## config.mk

```make
export PLATFORM = sky130hd
export DESIGN_NAME = alu_share_arbiter
export DESIGN_NICKNAME = d
export VERILOG_FILES = /design/src/rtl/alu_share_arbiter.sv
export SDC_FILE = /design/constraint.sdc
export NUM_CORES = 1
export LEC_CHECK = 0
export CORE_ASPECT_RATIO = 1.25
export CORE_UTILIZATION = 28
export DETAILED_ROUTE_END_ITERATION = 10
export GPL_ROUTABILITY_DRIVEN = 0
export PLACE_DENSITY = 0.73
export SLEW_MARGIN = 20
export SYNTH_ARGS = -nofsm -noshare
export SYNTH_HDL_FRONTEND = slang
export SYNTH_SLANG_ARGS = --single-unit
```

## constraint.sdc

```tcl
create_clock -name clk -period 4.6 [get_ports clk]
set_clock_uncertainty 0.05 [all_clocks]
set_input_delay 0.69 -clock clk [delete_from_list [all_inputs] [get_ports clk]]
set_output_delay 0.69 -clock clk [all_outputs]
set_load 0.01 [all_outputs]
```

## src/rtl/alu_share_arbiter.sv

```systemverilog
// Round-robin arbiter sharing one combinational ALU among NUM_REQ requesters.
// Operands are registered at grant; the result is held until the owner takes it.
//
// state | meaning
// IDLE  | waiting for a request; req_ready strobes the granted index
// EXEC  | registered operands drive the ALU for one cycle
// RESP  | result held on rsp_*, waiting for the owner's rsp_ready
module alu_share_arbiter #(
  parameter int NUM_REQ = 2,
  parameter int DATA_W  = 32,
  parameter int CTRL_W  = 4,
  parameter int IDX_W   = 3
) (
  input  logic                        clk,
  input  logic                        reset,
  input  logic [NUM_REQ-1:0]          req_valid,
  output logic [NUM_REQ-1:0]          req_ready,
  input  logic [NUM_REQ*DATA_W-1:0]   req_a,
  input  logic [NUM_REQ*DATA_W-1:0]   req_b,
  input  logic [NUM_REQ*CTRL_W-1:0]   req_ctrl,
  output logic [DATA_W-1:0]           alu_a,
  output logic [DATA_W-1:0]           alu_b,
  output logic [CTRL_W-1:0]           alu_ctrl,
  input  logic [DATA_W-1:0]           alu_out,
  input  logic                        alu_zero,
  output logic [NUM_REQ-1:0]          rsp_valid,
  input  logic [NUM_REQ-1:0]          rsp_ready,
  output logic [DATA_W-1:0]           rsp_data,
  output logic                        rsp_zero,
  output logic                        busy
);

  typedef enum logic [1:0] {IDLE, EXEC, RESP} state_t;

  state_t             state;
  logic [IDX_W-1:0]   rr_ptr;
  logic [IDX_W-1:0]   owner;
  logic [IDX_W-1:0]   grant_idx;
  logic               grant_found;
  logic [NUM_REQ-1:0] grant_oh;
  logic [DATA_W-1:0]  grant_a;
  logic [DATA_W-1:0]  grant_b;
  logic [CTRL_W-1:0]  grant_ctrl;
  logic               handshake;

  // Two passes: indices at or above rr_ptr first, then the wrapped-around ones.
  always_comb begin
    grant_found = 1'b0;
    grant_idx   = '0;
    grant_oh    = '0;
    grant_a     = '0;
    grant_b     = '0;
    grant_ctrl  = '0;
    for (int pass = 0; pass < 2; pass++) begin
      for (int i = 0; i < NUM_REQ; i++) begin
        if (!grant_found && req_valid[i] &&
            ((IDX_W'(i) >= rr_ptr) == (pass == 0))) begin
          grant_found = 1'b1;
          grant_idx   = IDX_W'(i);
          grant_oh[i] = 1'b1;
          grant_a     = req_a[i*DATA_W +: DATA_W];
          grant_b     = req_b[i*DATA_W +: DATA_W];
          grant_ctrl  = req_ctrl[i*CTRL_W +: CTRL_W];
        end
      end
    end
  end

  assign req_ready = (state == IDLE && !reset) ? grant_oh : '0;
  assign handshake = (state == RESP) && (|(rsp_valid & rsp_ready));
  assign busy      = (state != IDLE);

  always_ff @(posedge clk or posedge reset) begin
    if (reset) begin
      state     <= IDLE;
      rr_ptr    <= '0;
      owner     <= '0;
      alu_a     <= '0;
      alu_b     <= '0;
      alu_ctrl  <= '0;
      rsp_data  <= '0;
      rsp_zero  <= 1'b0;
      rsp_valid <= '0;
    end else begin
      case (state)
        IDLE: begin
          if (grant_found) begin
            alu_a    <= grant_a;
            alu_b    <= grant_b;
            alu_ctrl <= grant_ctrl;
            owner    <= grant_idx;
            state    <= EXEC;
          end
        end
        EXEC: begin
          rsp_data  <= alu_out;
          rsp_zero  <= alu_zero;
          rsp_valid <= NUM_REQ'(1) << owner;
          state     <= RESP;
        end
        RESP: begin
          if (handshake) begin
            rsp_valid <= '0;
            rr_ptr    <= (owner == IDX_W'(NUM_REQ - 1)) ? '0 : owner + IDX_W'(1);
            state     <= IDLE;
          end
        end
        default: state <= IDLE;
      endcase
    end
  end

endmodule
```

==> reports/results.ini, run 1 <==
[run_status]
status=finished clean

[synth]
synth_top_family_by_area=compound AO/OA/AOI/OAI gates
synth_cells=416
synth_mux_area_frac=0.0805
yosys.area.top_type_share=0.535
synth.avg_cell_area_um2=12.0
yosysUniqueCellTypes=24
synth_top_area_cell=dfrtp_1
syn_nets=591
synth_fa_ha_area_frac=0
ys_seq_elements=107
synth.area.top_cells=dfrtp_1 54%, a21oi_2 12%, a32oi_1 12%
syn_area_um2=5000
synth_seq_area_share=0.535
synth_xor_area_frac=0
synth-simple-area-share=0.0128
synth-compound-area-share=0.314
yosysWarningCount=0

[cts]
cts-root-buf=clkbuf_16
cts_tree=built
cts_buffers=9
post_cts_buffers=0
cts.sinks=107
h-tree-depth=3
postCtsResizedCells=0
clk_latency_ps=350
clk_pin_slew_ps=80
cts_buffer_depth=2
holdBufCountCts=0

[setup_path]
reg2reg_slack_ps=2240
critPathMaxFanout=32
end_kind=output port
startpoint_type=flop
criticalPathCategory=flop to output port
arrival_ps=2320
worstPathRequired_ps=3860

[grt]
grt_pass1_vias=4682
grt_max_degree=71
grt_pass1_wl_um=23900
use_met1=0.185
grt-busiest-layer=met2
antenna_found_initial=0
track_usage=0.173
grt_use_met3=0.0419
use_met2=0.316
grt_overflow=0

[routing]
first_pass_iters=4
dr.first_iter.drc_count=104
drc_errors=0
via_per_inst=5.04
wl_per_cell_um=17.7
vias=4502
ant_nets=0
wl_um=15900

[final_layout]
fin_area_um2=8220
fillCellCount=1622
drive_gt1_frac=0.152
area_delta_synth_final_pct=64.4
diodes=0
fin_nets=840
fin_util=0.470

[floorplanning]
core_um2=17500
initial_core_util=0.286
die-area_um2=18400
io_pins=281
rows=54
die_w_um=122
die_y_um=151

[pwr]
p_comb_frac=0.524
internal_power_mw=3.33
vdd_ir_drop_max_mv=0.245
p_seq_frac=0.323
power.switching_mw=1.95
p_clk_frac=0.153
p_sw_frac=0.370
leakagePower_nw=3.07
power.density_nw_per_um2=642

[sta]
max_freq_ghz=0.327
slew_headroom=0.309
period_share=0.665
hold_viol_final=0
worst_pin_slew_ps=1030
maxSlewViolCount=0
rsz0062_at_grt=no
setup-tns-final_ps=0
timing.hold.ws_ps=437
finalCriticalPeriod_ps=3060
final-setup-viol-count=0
setup_slack_ps=1540

[placement]
io_buffer_count=280
dpl.hpwl_um=11300
placed_area_um2=7890
pre_cts_slack_ps=1630

[flow_run]
drv_cap=0

[worst_hold_path]
min_path_type=flop to flop

[worst max-delay path, stage by stage (launching register included)]
cell and delay [ps]:
dfrtp_1 440, nor2_4 640, inv_2 110, nor3_1 200, clkdlybuf4s50_1 570
[routing by layer]
metal / vias up / part of all wire
li1: 2101 / -
met1: 2175 / 0.39
met2: 201 / 0.51
met3: 25 / 0.070
met4: 0 / 0.025
met5: - / 0
[through the flow]
step	total power [mW]	std cells
after detailed placement	4.51	877
after global placement	4.42	877
after global routing	5.63	894
after CTS	5.33	893
after floorplan	3.14	416
final	5.28	894
[cell families after synthesis]
logic type | count (synthesis)
AO/OA/AOI/OAI | 208
flip-flops | 107
multiplexers | 36
buffers and inverters | 53
AND/OR/NAND/NOR | 12
[synthesized netlist by cell type]
cell type and instances:
a21boi_2 1, a21o_1 1, a21oi_1 68, a21oi_2 68, a22oi_1 1, a32oi_1 68
and2_1 1, and3_1 1, buf_1 1, buf_2 12, buf_6 10, clkbuf_1 27
dfrtp_1 107, inv_1 2, inv_2 1, mux2_1 34, mux2i_1 2, nand2_1 1
nand2b_1 1, nor2_1 3, nor2b_1 3, nor3_1 1, o22ai_2 1, or2_1 1
[flip-flops by register name (all words and copies together) (netlist names)]
register,count
alu_a,32
alu_b,32
rsp_data,32
alu_ctrl,4
rsp_valid,2
state,2
owner,1
rr_ptr,1
rsp_zero,1
[worst paths after layout]
kind / from / to / depth (start not counted)
min reg2reg: rsp_data[8] / rsp_data[8] / 1
min in group asynchronous: reset / owner[0] / 3
min: rsp_data[8] / rsp_data[8] / 1
max reg2reg: state[1] / alu_b[1] / 4
max in group asynchronous: reset / rsp_data[14] / 4
max: state[1] / req_ready[1] / 4
[placed cells by master, fill, tap and decap left out, drive strengths merged]
cell,instances
a21boi,1
a21o,1
a21oi,136
a22oi,1
a32oi,68
and2,1
and3,1
buf,9
bufinv,1
clkbuf,10
clkdlybuf4s50,279
clkinv,2
clkinvlp,1
dfrtp,107
inv,5
mux2,34
mux2i,2
nand2,1
nand2b,1
nor2,3
nor2b,3
nor3,1
o22ai,1
or2,1
[area by class of cell]
type	instances	area, µm²	share of cell area
Clock inverter	6	71.3	0.00867
Inverter	3	13.8	0.00167
Multi-Input combinational cell	256	2060	0.251
Tap cell	224	280	0.0341
Timing Repair Buffer	288	2880	0.350
Clock buffer	10	239	0.0291
Sequential cell	107	2680	0.326
[power groups by stage]
stage	Sequential [mW]	Clock, mW	Combinational [mW]
2_1_floorplan	1.91	0	1.23
3_3_place_gp	1.70	0	2.73
3_5_place_dp	1.72	0	2.79
4_1_cts	1.71	0.834	2.79
5_1_grt	1.77	0.867	3.00
6_report	1.71	0.807	2.77
Note: power is estimated with default switching activity, not from simulation.
==> run 2, diff against run 1 <==
PLACE_DENSITY = 0.75   (was 0.73)
clock period = 2.58 ns   (was 4.6 ns; I/O delays follow)
==> reports/results.ini, run 2 (synthesis gave the netlist of run 1 again) <==
[setup_path]
path_cells=clkdlybuf4s50_1 -> a21boi_4 -> and3_1 -> clkdlybuf4s50_1
arrival_ps=1900  ; -420 ps
end_kind=output port
path_buf_inv=2  ; unchanged
r2r_cells=4  ; unchanged
cp_common_cell=clkdlybuf4s50_1
max_stage_delay_ps=580  ; -60 ps
critPathMaxFanout=3  ; -91%
worstReg2RegEnd=alu_b[25]
critPathSlowestCell=clkdlybuf4s50_1
worstPathRequired_ps=2140  ; -1720 ps
criticalPathCategory=input port to output port
startpoint_type=input port
reg2reg_slack_ps=830  ; -1410 ps
r2r_start=rr_ptr[0]
critPathTopFamily=buffers and inverters

[routing]
wl_per_cell_um=17.2  ; -2.8%
drc_errors=0  ; unchanged
wl_um=15500  ; -2.6%
dr.first_iter.drc_count=178  ; +71%
vias=4433  ; -1.5%
ant_nets=0  ; unchanged
via_per_inst=4.95  ; -1.8%
first_pass_iters=4  ; unchanged

[sta]
finalCriticalPeriod_ps=2340
worst_pin_slew_ps=797  ; -236 ps
setup_slack_ps=239  ; -1300 ps
period_share=0.907
slew_headroom=0.469  ; +0.159
final-setup-viol-count=0  ; unchanged
hold_viol_final=0  ; unchanged
max_freq_ghz=0.427
rsz0062_at_grt=no
maxSlewViolCount=0  ; unchanged

[cts]
holdBufCountCts=0  ; unchanged
cts_buffers=9  ; unchanged
clk_pin_slew_ps=60  ; -20 ps
cts.sinks=107  ; unchanged
cts_tree=built
postCtsResizedCells=0  ; unchanged
clk_latency_ps=340  ; about the same
h-tree-depth=3  ; unchanged
cts-root-buf=clkbuf_16
post_cts_buffers=0  ; unchanged
cts_buffer_depth=2  ; unchanged

[pwr]
p_seq_frac=0.326  ; +0.003
internal_power_mw=5.85  ; +76%
finalPower_mw=9.27  ; +75%
p_clk_frac=0.142  ; -0.011
power.density_nw_per_um2=1130  ; +76%
p_sw_frac=0.368  ; -0.00146
power.switching_mw=3.41  ; +75%
leakagePower_nw=3.06  ; -0.18%
p_comb_frac=0.532  ; +0.008
vdd_ir_drop_max_mv=0.460  ; +88%

[final_layout]
final_common_cell=clkdlybuf4s50_1
reg_top3=alu_a x32, alu_b x32, rsp_data x32
fin_util=0.469  ; -0.000501
drive_gt1_frac=0.155  ; +0.00252
area_delta_synth_final_pct=64.2
final_cell_mix=279 x clkdlybuf4s50_1, 107 x dfrtp_1, 68 x a32oi_1, 68 x a21oi_1, 68 x a21oi_2
fin_nets=844  ; +0.48%
fin_area_um2=8220  ; -0.11%
diodes=0  ; unchanged

[worst_hold_path]
hold_path_end=rsp_data[13]
min_path_type=flop to flop
min_from=rsp_data[13]
hold_depth=1  ; unchanged

[grt]
antenna_found_initial=0  ; unchanged
track_usage=0.169  ; -0.00472
grt_pass1_vias=4450  ; -5.0%
grt_pass1_wl_um=24000  ; +0.11%
grt_overflow=0  ; unchanged
grt_max_degree=69  ; -2.8%

[placement]
pre_cts_slack_ps=186  ; -1450 ps
dpl.hpwl_um=10700  ; -5.0%
io_buffer_count=280  ; unchanged
placed_area_um2=7940  ; +0.65%

[floorplanning]
die_w_um=122  ; unchanged
die_y_um=151  ; unchanged
die-area_um2=18400  ; unchanged
rows=54  ; unchanged
io_pins=281  ; unchanged
initial_core_util=0.286  ; unchanged
core_um2=17500  ; unchanged

[flow_run]
drv_cap=0  ; unchanged

[run_status]
status=finished clean

[run 2: cell count changes in the layout (fill, tap and decap cells not counted), sizes merged]
cell,change
clkbuf,+1
clkinvlp,+1
bufinv,-1
inv,-3
buf,+4
[run 2: routing by layer]
metal  wire length (µm)  global-route usage  part of all wire
met1               6160               0.194              0.40
met2               7920               0.306              0.51
met3               1160              0.0393             0.075
met4                218              0.0537             0.014
met5                  0                   0                 0
[run 2: final cells by class]
| type | instances | area [µm²] |
|---|---|---|
| Multi-Input combinational cell | 256 | 2060 |
| Inverter | 3 | 15.0 |
| Sequential cell | 107 | 2680 |
| Tap cell | 224 | 280 |
| Clock buffer | 11 | 253 |
| Clock inverter | 3 | 25.0 |
| Timing Repair Buffer | 292 | 2900 |
| Fill cell | 1638 | 9280 |
[run 2: per-stage QoR]
| stage | TNS, ps | cells | hold WS, ps |
|---|---|---|---|
| 3_3_place_gp | 0 | 882 | 416 |
| 6_report | 0 | 896 | 436 |
| 4_1_cts | 0 | 896 | 432 |
| 5_1_grt | 0 | 896 | 453 |
| 2_1_floorplan | -233 | 416 | 440 |
| 3_5_place_dp | 0 | 882 | 424 |
[run 2: worst max-delay path by stage]
| stage | slack (ps) | endpoint | startpoint | depth (start not counted) |
|---|---|---|---|---|
| 6_report | 240 | req_ready[0] | req_valid[0] | 4 |
| 5_1_grt | 120 | req_ready[1] | req_valid[0] | 5 |
| 4_1_cts | 180 | req_ready[0] | req_valid[0] | 4 |
| 3_5_place_dp | 190 | req_ready[0] | req_valid[0] | 4 |
| 3_3_place_gp | 180 | req_ready[0] | req_valid[0] | 4 |
| 2_1_floorplan | -230 | req_ready[0] | reset | 2 |
[run 2: power by group through the flow]
| stage | combinational (mW) | clock [mW] | sequential (mW) |
|---|---|---|---|
| finish | 4.93 | 1.32 | 3.02 |
| global route | 5.34 | 1.42 | 3.14 |
| CTS | 5.01 | 1.36 | 3.03 |
| detailed placement | 5.00 | 0 | 3.05 |
| global placement | 4.94 | 0 | 3.00 |
| floorplan | 2.19 | 0 | 3.40 |
==> run 3, diff against run 2 <==
--- a/config.mk
+++ b/config.mk
@@ -7,9 +7,9 @@
 export LEC_CHECK = 0
 export CORE_ASPECT_RATIO = 1.25
+export CORE_MARGIN = 2
 export CORE_UTILIZATION = 28
 export DETAILED_ROUTE_END_ITERATION = 10
 export GPL_ROUTABILITY_DRIVEN = 0
 export PLACE_DENSITY = 0.75
-export SLEW_MARGIN = 20
 export SYNTH_ARGS = -nofsm -noshare
 export SYNTH_HDL_FRONTEND = slang
--- a/constraint.sdc
+++ b/constraint.sdc
@@ -3,3 +3,3 @@
 set_input_delay 0.387 -clock clk [delete_from_list [all_inputs] [get_ports clk]]
 set_output_delay 0.387 -clock clk [all_outputs]
-set_load 0.01 [all_outputs]
+set_load 0.1 [all_outputs]
==> reports/results.ini, run 3 (synthesis gave the netlist of run 1 again) <==
[floorplanning]
die_y_um=153  ; +1.3%
die-area_um2=19000  ; +3.0%
die_w_um=124  ; +1.6%
core_um2=17500  ; unchanged
io_pins=281  ; unchanged
initial_core_util=0.286  ; unchanged
rows=54  ; unchanged

[worst_hold_path]
min_path_type=flop to flop
hold_path_end=rsp_data[2]
min_from=rsp_data[2]
hold_depth=1  ; unchanged

[final_layout]
fin_area_um2=8010  ; -2.5%
fillCellCount=1660  ; +1.3%
area_delta_synth_final_pct=60.2
final_cells=897  ; +0.11%
final_cell_mix=173 x clkdlybuf4s50_1, 111 x buf_4, 107 x dfrtp_1
drive_gt1_frac=0.312  ; +0.157
fin_nets=843  ; -0.12%
reg_top3=alu_a x32, alu_b x32, rsp_data x32
diodes=0  ; unchanged
final_common_cell=clkdlybuf4s50_1
fin_util=0.458  ; -0.0115

[placement]
dpl.hpwl_um=11500  ; +7.2%
place_inst=881  ; -0.11%
placed_area_um2=7740  ; -2.5%
io_buffer_count=280  ; unchanged

[sta]
hold_viol_final=0  ; unchanged
worst_pin_slew_ps=772  ; -25.2 ps
period_share=0.844  ; -0.0635
final-setup-viol-count=0  ; unchanged
rsz0062_at_grt=no
max_freq_ghz=0.459  ; +7.5%
finalCriticalPeriod_ps=2180  ; -164 ps
slew_headroom=0.485  ; +0.0168
maxSlewViolCount=0  ; unchanged
setup-tns-final_ps=0  ; unchanged

[cts]
postCtsResizedCells=0  ; unchanged
clk_latency_ps=340  ; about the same
cts_buffer_depth=2  ; unchanged
clk_pin_slew_ps=70  ; about the same
post_cts_buffers=0  ; unchanged
cts_tree=built
cts_buffers=9  ; unchanged
h-tree-depth=3  ; unchanged
cts-root-buf=clkbuf_16
holdBufCountCts=0  ; unchanged
cts.sinks=107  ; unchanged

[routing]
drc_errors=0  ; unchanged
first_pass_iters=4  ; unchanged
dr.first_iter.drc_count=180  ; +1.1%
vias=4430  ; -0.068%
wl_um=16200  ; +4.7%
wl_per_cell_um=18.0  ; +4.6%
via_per_inst=4.94  ; -0.18%
ant_nets=0  ; unchanged

[grt]
track_usage=0.167  ; -0.00188
grt_max_degree=108  ; +57%
grt_pass1_wl_um=24500  ; +2.5%
antenna_found_initial=0  ; unchanged
grt_overflow=0  ; unchanged
grt_pass1_vias=4724  ; +6.2%

[setup_path]
worstReg2RegEnd=alu_a[7]
criticalPathCategory=flop to output port
reg2reg_slack_ps=740  ; -90 ps
r2r_start=state[1]
worstPathRequired_ps=2140  ; about the same
end_kind=output port
critPathMaxFanout=24  ; +21
arrival_ps=1740  ; -160 ps
r2r_cells=5  ; +1
startpoint_type=flop

[flow_run]
drv_cap=0  ; unchanged

[run_status]
status=finished clean

==> run 3: cell types whose count changed in the layout (fill, tap and decap cells not counted), sizes merged <==
cell	previous run	this run
clkinv	2	1
clkbuf	11	13
clkdlybuf4s50	279	173
clkinvlp	2	3
buf	13	118
==> run 3: critical path, stage by stage (launching register included) <==
cell     delay, ps
dfrtp_1        440
nor2_4         130
buf_4          290
inv_2          120
nor3_4         190
buf_12         210
==> run 3: through the flow <==
stage,hold WS [ps],setup slack [ps]
after floorplan,440,-527
after global placement,420,344
after detailed placement,426,324
after CTS,441,330
after global routing,453,289
final,438,403
==> run 3: final cells by class <==
cell class | count | area, µm² | share of cell area
repair buffers | 291 | 2690 | 0.336
flip-flops and latches | 107 | 2680 | 0.334
multi-input cells | 256 | 2080 | 0.259
well taps | 224 | 280 | 0.0350
clock buffers | 13 | 250 | 0.0312
clock inverters | 3 | 23.8 | 0.00297
inverters | 3 | 15.0 | 0.00187
==> run 3: layer usage <==
| metal | up-vias | GRT usage | part of all wire |
|---|---|---|---|
| met5 | - | 0 | 0 |
| met4 | 0 | 0.0557 | 0.024 |
| met3 | 25 | 0.0601 | 0.099 |
| met2 | 206 | 0.284 | 0.49 |
| met1 | 2094 | 0.192 | 0.39 |
| li1 | 2105 | - | - |
==> run 3: how the worst max path moves through the flow <==
stage	startpoint	to	slack [ps]	cells after the start
after detailed placement	req_valid[0]	alu_a[21]	320	5
after CTS	state[1]	req_ready[1]	330	5
after global placement	req_valid[0]	owner[0]	340	5
after floorplan	reset	req_ready[0]	-530	2
final	state[1]	req_ready[1]	400	5
after global routing	state[1]	req_ready[1]	290	5
Power of run 3 is not shown: default switching activity piles up to over one toggle a cycle in this logic, so the estimate is an artifact.
